===== config.mk =====
export PLATFORM = sky130hd
export DESIGN_NAME = sram_arbiter
export DESIGN_NICKNAME = d
export VERILOG_FILES = /design/src/rtl/sram_pkg.sv /design/src/rtl/sram_rd_tag_pipe.sv /design/src/rtl/sram_arbiter.sv
export SDC_FILE = /design/constraint.sdc
export NUM_CORES = 1
export LEC_CHECK = 0
export ABC_AREA = 0
export BUFFER_PORTS_ARGS = -buffer_cell sky130_fd_sc_hd__buf_4
export CAP_MARGIN = 20
export CELL_PAD_IN_SITES_DETAIL_PLACEMENT = 1
export CELL_PAD_IN_SITES_GLOBAL_PLACEMENT = 1
export CORE_UTILIZATION = 38
export DETAILED_ROUTE_END_ITERATION = 10
export PLACE_DENSITY = 0.8
export SYNTH_ARGS = -nofsm -noshare
export SYNTH_HDL_FRONTEND = slang
export SYNTH_SLANG_ARGS = --single-unit
export TNS_END_PERCENT = 1

===== constraint.sdc =====
create_clock -name clk_100 -period 2.8 [get_ports clk_100]
set_clock_uncertainty 0.2 [all_clocks]
set_input_delay 0.42 -clock clk_100 [delete_from_list [all_inputs] [get_ports clk_100]]
set_output_delay 0.42 -clock clk_100 [all_outputs]
set_load 0.1 [all_outputs]

===== src/rtl/sram_pkg.sv =====
// Shared definitions for the SRAM arbiter: default widths, port IDs and
// arbiter state encoding.
package sram_pkg;

    localparam int SRAM_AW = 18;
    localparam int SRAM_DW = 16;

    // Identifies which requester a read tag belongs to.
    typedef logic port_id_t;
    localparam port_id_t PORT_A = 1'b0;
    localparam port_id_t PORT_B = 1'b1;

    typedef enum logic [1:0] {
        ST_IDLE  = 2'd0,
        ST_ISSUE = 2'd1,
        ST_TURN  = 2'd2
    } arb_state_e;

endpackage


===== src/rtl/sram_rd_tag_pipe.sv =====
// Fixed-latency read tag pipeline. Each launched read enters a {valid, port}
// tag at the head; the tag reaches the tail when its SRAM data is ready to
// be captured. An asynchronous clear drops every in-flight tag.
module sram_rd_tag_pipe
    import sram_pkg::*;
#(
    parameter int RD_LAT = 2
) (
    input  logic     clk_i,
    input  logic     rst_ni,
    input  logic     push_valid_i,
    input  port_id_t push_port_i,
    output logic     tail_valid_o,
    output port_id_t tail_port_o
);

    logic     vld_q  [RD_LAT];
    port_id_t port_q [RD_LAT];

    // Shift tags one stage per clock; reset flushes the whole pipe.
    always_ff @(posedge clk_i or negedge rst_ni) begin
        if (!rst_ni) begin
            for (int i = 0; i < RD_LAT; i++) begin
                vld_q[i]  <= 1'b0;
                port_q[i] <= PORT_A;
            end
        end else begin
            vld_q[0]  <= push_valid_i;
            port_q[0] <= push_port_i;
            for (int i = 1; i < RD_LAT; i++) begin
                vld_q[i]  <= vld_q[i-1];
                port_q[i] <= port_q[i-1];
            end
        end
    end

    assign tail_valid_o = vld_q[RD_LAT-1];
    assign tail_port_o  = port_q[RD_LAT-1];

endmodule


===== src/rtl/sram_arbiter.sv =====
// Two-port SRAM arbiter: read-only stream port A has priority over
// read/write port B, with a bounded A run while B waits and a one-cycle
// bubble whenever a write is followed by a read.
//
// state    | meaning
// ---------+----------------------------------------------------------
// ST_IDLE  | no access was granted in the previous cycle
// ST_ISSUE | a read was granted in the previous cycle
// ST_TURN  | a write was granted in the previous cycle; only another
//          | write may be granted now, anything else makes this a bubble
module sram_arbiter
    import sram_pkg::*;
#(
    parameter int AW        = SRAM_AW,
    parameter int DW        = SRAM_DW,
    parameter int RD_LAT    = 2,
    parameter int A_MAX_RUN = 8
) (
    input  logic          clk_100,
    input  logic          sys_reset_n,
    input  logic          a_valid,
    input  logic [AW-1:0] a_addr,
    output logic          a_ready,
    output logic          a_rvalid,
    output logic [DW-1:0] a_rdata,
    input  logic          b_valid,
    input  logic          b_we,
    input  logic [AW-1:0] b_addr,
    input  logic [DW-1:0] b_wdata,
    output logic          b_ready,
    output logic          b_rvalid,
    output logic [DW-1:0] b_rdata,
    output logic [AW-1:0] ramctl_read_address,
    output logic [AW-1:0] ramctl_write_address,
    output logic          ramctl_write,
    output logic [DW-1:0] ramctl_data_in,
    input  logic [DW-1:0] ramctl_data_out
);

    localparam int              RW        = $clog2(A_MAX_RUN + 1);
    localparam logic [RW-1:0]   RUN_LIMIT = RW'(A_MAX_RUN);

    arb_state_e    state_q, state_d;
    logic [RW-1:0] run_cnt_q, run_cnt_d;
    logic          starve, a_pick, b_pick;
    logic          grant_a, grant_b;
    logic          rd_issue_q;
    port_id_t      rd_port_q;
    logic          tag_valid;
    port_id_t      tag_port;

    // Grant decision, next state and A-run counter update.
    always_comb begin
        state_d   = ST_IDLE;
        run_cnt_d = run_cnt_q;
        grant_a   = 1'b0;
        grant_b   = 1'b0;

        starve = b_valid && (run_cnt_q == RUN_LIMIT);
        a_pick = a_valid && !starve;
        b_pick = b_valid && !a_pick;

        // Grants are held off while reset is asserted so ready stays low.
        if (sys_reset_n) begin
            case (state_q)
                ST_TURN: grant_b = b_pick && b_we;
                default: begin
                    grant_a = a_pick;
                    grant_b = b_pick;
                end
            endcase
        end

        if (grant_b && b_we) begin
            state_d = ST_TURN;
        end else if (grant_a || grant_b) begin
            state_d = ST_ISSUE;
        end

        if (grant_b || !b_valid) begin
            run_cnt_d = '0;
        end else if (grant_a && (run_cnt_q != RUN_LIMIT)) begin
            run_cnt_d = run_cnt_q + RW'(1);
        end

        a_ready = grant_a;
        b_ready = grant_b;
    end

    // State, counter and registered SRAM command outputs.
    always_ff @(posedge clk_100 or negedge sys_reset_n) begin
        if (!sys_reset_n) begin
            state_q              <= ST_IDLE;
            run_cnt_q            <= '0;
            ramctl_read_address  <= '0;
            ramctl_write_address <= '0;
            ramctl_write         <= 1'b0;
            ramctl_data_in       <= '0;
            rd_issue_q           <= 1'b0;
            rd_port_q            <= PORT_A;
        end else begin
            state_q      <= state_d;
            run_cnt_q    <= run_cnt_d;
            ramctl_write <= grant_b && b_we;
            // The read address only moves on a real read, so idle cycles
            // repeat a harmless read of the previous location.
            if (grant_a) begin
                ramctl_read_address <= a_addr;
            end else if (grant_b && !b_we) begin
                ramctl_read_address <= b_addr;
            end
            if (grant_b && b_we) begin
                ramctl_write_address <= b_addr;
                ramctl_data_in       <= b_wdata;
            end
            rd_issue_q <= grant_a || (grant_b && !b_we);
            rd_port_q  <= grant_a ? PORT_A : PORT_B;
        end
    end

    // The tag enters the pipe aligned with the launched read address.
    sram_rd_tag_pipe #(
        .RD_LAT (RD_LAT)
    ) u_tag_pipe (
        .clk_i        (clk_100),
        .rst_ni       (sys_reset_n),
        .push_valid_i (rd_issue_q),
        .push_port_i  (rd_port_q),
        .tail_valid_o (tag_valid),
        .tail_port_o  (tag_port)
    );

    // Capture returning SRAM data into the port that issued the read.
    always_ff @(posedge clk_100 or negedge sys_reset_n) begin
        if (!sys_reset_n) begin
            a_rvalid <= 1'b0;
            b_rvalid <= 1'b0;
            a_rdata  <= '0;
            b_rdata  <= '0;
        end else begin
            a_rvalid <= tag_valid && (tag_port == PORT_A);
            b_rvalid <= tag_valid && (tag_port == PORT_B);
            if (tag_valid && (tag_port == PORT_A)) begin
                a_rdata <= ramctl_data_out;
            end
            if (tag_valid && (tag_port == PORT_B)) begin
                b_rdata <= ramctl_data_out;
            end
        end
    end

endmodule


Yosys cells after proc, flatten, opt, wreduce, memory -nomap -nowiden. Index checks and enable logic that the tools add are counted.

Bits in registers: 99. Input bits: 73. Output and inout bits: 89.

Add/sub/neg operators: 1. Equal/unequal tests: 3. Mux-type cells: 11. Bitwise operators: 1. Reduce and logical (&&, ||, !) cells: 18.

Operators by type and width (count): 18-bit 2-to-1 mux (2); 1-bit logical AND (9); 4-bit 2-to-1 mux (2); 1-bit 2-to-1 mux (6); 4-bit by 1-bit adder with 4-bit output (second input constant) (1); 4-bit equality test (second input constant) (1); 1-bit zero test (4); 4-bit inequality test (second input constant) (1); 2-bit nonzero test (2); 1-bit logical OR (3); 2-bit equality test (second input constant) (1); 2-bit 2-to-1 mux (1); 1-bit inverter (1).

Logic depth before layout (Yosys ltp).
Depth after elaboration: 12. Mapped depth: 8. Gate-level depth less buffers: 6.

Hierarchy. Synthesis repeated with hierarchy kept, for this count alone.

Cell total of the unflattened synthesis: 278. Area, all modules: 3985.1 um^2.

Modules (own cells, without submodules): sram_arbiter (instances 1, cells an instance 274, area each 3885.0 um^2); sram_rd_tag_pipe (instances 1, cells an instance 4, area each 100.1 um^2).

Worst setup path after synthesis. Ideal clock, no wire load.

Path type: register to output. From: register, netlist name ramctl_write. To: output port b_ready. Data arrival time: 2589 ps. Data required time: 2180 ps. Setup slack: -409 ps. Cell stages (with the launch flop): 3. Buffers on the path: 0. Path through: dfrtp_1 -> nor2b_1 -> a21oi_1.

RTL lines: end: declaration (RTL line sram_arbiter.sv:30) `output logic b_ready,`.

Final worst setup path.
From: register run_cnt_q[0]. To: output port a_ready.

Word-level cells in the longest chain between the ends: 6.

RTL lines: start: declaration (RTL line sram_arbiter.sv:44) `logic [RW-1:0] run_cnt_q, run_cnt_d;`; start signal: assignment (RTL line sram_arbiter.sv:103) `run_cnt_q <= run_cnt_d;`; 4-bit equality test (RTL line sram_arbiter.sv:59) `starve = b_valid && (run_cnt_q == RUN_LIMIT);`; 1-bit logical AND (RTL line sram_arbiter.sv:59); 1-bit zero test (RTL line sram_arbiter.sv:60) `a_pick = a_valid && !starve;`; 1-bit logical AND (RTL line sram_arbiter.sv:60); 1-bit 2-to-1 mux (RTL line sram_arbiter.sv:65) `case (state_q)`; 1-bit 2-to-1 mux (RTL line sram_arbiter.sv:64) `if (sys_reset_n) begin`; end: declaration (RTL line sram_arbiter.sv:23) `output logic a_ready,`.

Every way passes these cells.

==> summary.txt <==
Clock network
  • Clk_lat worst skew: 370 ps
  • Worst-path clk slew: 110 ps
  • CTS sink count: 98
  • Hold buffers post-CTS: 1
  • CTS Buf Count: 9
  • H-tree level count: 3
  • TritonCTS clock tree: done
  • Post-CTS Setup Inserts: 0
  • CTS root buffer: clkbuf_8
  • CTS Buffer Depth: 2
  • PostCTS Resize Cnt: 0

Timing
  • Final Setup Violations: 0
  • Final Cycle Share: 0.918
  • Pins over their slew limit: 0
  • Actual slew at the worst max-slew pin: 851 ps
  • Minimum clock period: 2570 ps
  • RSZ-0062 raised after global routing: no
  • Setup TNS: 0 ps
  • Max Clk Rate: 389 MHz
  • Fin. Hold Viols: 0
  • Slew headroom: 0.431

Die
  • CORE AREA: 10,200 um2
  • Starting Density: 0.390
  • Io pins: 162
  • Die area: 10,900 um2
  • Row Count: 37
  • Die Width: 104 um
  • Die Y-Extent: 104 um

Worst setup path
  • WS Path Type: register to primary output
  • Critical Path End Type: primary output
  • Crit Path Max Fanout: 6
  • Crit path required time: 2180 ps
  • Crit start category: register
  • Worst EP arrival: 1950 ps

Drt
  • Routed wire length: 10.3 mm
  • Vias post-DR: 2,841
  • Routed Antenna Nets: 0
  • WL/cell: 17.5 um
  • # DRC: 0
  • Vias per inst: 4.83
  • DR pass1 iterations: 4
  • Iteration-0 DRC Markers: 106

Final layout
  • Final Cell Area: 5580 um2
  • Commonest cells after routing, fill and taps aside: buf_4 (168), dfrtp_1 (98), mux2_2 (37), inv_1 (35), mux2_4 (29)
  • Final Net Count: 522
  • Layout cell share with drive strength beyond 1: 0.564
  • FF/Latch Area: 2450 um2
  • Diodes inserted: 0
  • Footprint of the multi-input gates: 1320 um2
  • Filler instances: 1,081
  • Commonest non-fill, non-tap cell in the layout: buf_4
  • Area Overhead vs Synth: 39.9%

Synth
  • Post-synthesis average cell area: 14.3 um2
  • Netlist cell types: 27
  • Commonest register cell after synthesis: dfrtp_1
  • Synth Register Bits: 98
  • Post-synth EDFFs: 0
  • Cells after Synth: 278
  • Synth Cell Area: 3990 um2
  • Synth warnings: 0
  • Synth async-reset ratio: 1.00
  • Syn Nets: 353
  • Register area share after synthesis: 0.615

Power
  • Pwr/cell area: 1020 nW/um2
  • Lkg Pwr: 2.81 nW
  • Max IR drop VDD: 468 uV

Run status
  • Outcome: complete, no violations

Global route
  • Largest net degree at the start of global routing: 66
  • First-pass GRT wire length: 16.6 mm
  • Initial antenna violation count: 0
  • Number of global-route vias before repair: 3,073
  • Gr ovfl total: 0
  • GRT Overall Usage: 0.198

Placed design
  • Dpl hpwl: 7.66 mm
  • Cell Area, Placed: 5360 um2
  • Input/output buffers: 161
  • Placer Congestion: 0.721

Hold path
  • Worst hold-check path type: input port to register

Run
  • Max-Cap Viols: 0
-- power breakdown --
group | switching [W] | total [W] | internal (W)
clock network | 0.000538 | 0.000968 | 0.000431
logic | 0.00222 | 0.00287 | 0.000649
registers | 0.000157 | 0.00183 | 0.00168
total | 0.00291 | 0.00567 | 0.00276
-- synthesized netlist by cell type, types with 2 or more instances --
cell type,instances,share of area
a21oi_1,2,0.0025
a221o_1,9,0.023
a221oi_1,9,0.020
buf_2,5,0.0063
buf_6,4,0.011
clkbuf_1,3,0.0028
dfrtp_1,98,0.62
ha_1,2,0.0063
inv_1,35,0.033
mux2_2,37,0.10
mux2_4,29,0.11
mux2i_1,2,0.0050
nand2_1,3,0.0028
nor2_1,23,0.022
nor2b_1,3,0.0047
nor3_1,2,0.0025
xnor2_1,2,0.0044
-- layout make-up --
| class | count | area share |
|---|---|---|
| clock buffers | 9 | 0.0222 |
| repair buffers | 170 | 0.232 |
| multi-input cells | 133 | 0.237 |
| flip-flops and latches | 98 | 0.440 |
| clock inverters | 7 | 0.0148 |
| well taps | 136 | 0.0305 |
| inverters | 35 | 0.0236 |
-- state kept, by name (all words and copies together) (netlist names) --
register and count:
run_cnt_q 4, b_rvalid 1, a_rvalid 1, u_tag_pipe.tail_port_o 1
ramctl_data_in 16, ramctl_write_address 18, a_rdata 16, u_tag_pipe.port_q 1
state_q 1, ramctl_read_address 18, u_tag_pipe.vld_q 1, rd_port_q 1
ramctl_write 1, rd_issue_q 1, b_rdata 16, u_tag_pipe.tail_valid_o 1
-- critical path: stages, from the launching register on --
cell	delay (ps)
dfrtp_1	420
inv_1	60
ha_1	180
and3b_1	260
a211o_1	330
inv_1	60
buf_4	280
-- cells by family (layout without fill, tap and decap cells) --
family                     Yosys count  after routing  synth area share
DFF                                 98             98             0.615
adders and majority gates            2              2           0.00628
muxes                               68             68             0.219
xor gates and xnor gates             2              2           0.00440
and+or+nand+nor                     37             37            0.0452
buffers and inverters               47            221            0.0534
AOI/OAI and AO/OA                   24             24            0.0565
-- final timing paths --
path                       slack [ps]  depth (start not counted)                 endpoint          from
hold reg to reg                   160                          0      u_tag_pipe.vld_q[1]    rd_issue_q
setup / recovery                  230                          6                  a_ready  run_cnt_q[0]
hold / removal                     70                          2        ramctl_data_in[1]    b_wdata[1]
min in group asynchronous         250                          2               state_q[0]   sys_reset_n
max in group asynchronous        1160                          3       ramctl_data_in[11]   sys_reset_n
setup reg to reg                  460                          6  ramctl_read_address[16]  run_cnt_q[0]
-- metrics by stage --
stage	total power, W	cells	hold slack, ps	worst slack, ps	util
floorplan	0.00406	278	-75.6	88.4	-
global placement	0.00469	571	37.3	530	0.524
detailed placement	0.00474	571	45.5	464	0.524
CTS	0.00572	588	54.9	196	0.545
global route	0.00586	588	48.5	123	0.545
finish	0.00567	588	72.2	230	0.545
-- routing by layer --
layer,global-route usage,routed length [um]
met5,0,0
met4,0.0490,82
met3,0.0558,689
met1,0.249,4300
met2,0.334,5230
Power figures use the tool's default switching activity.
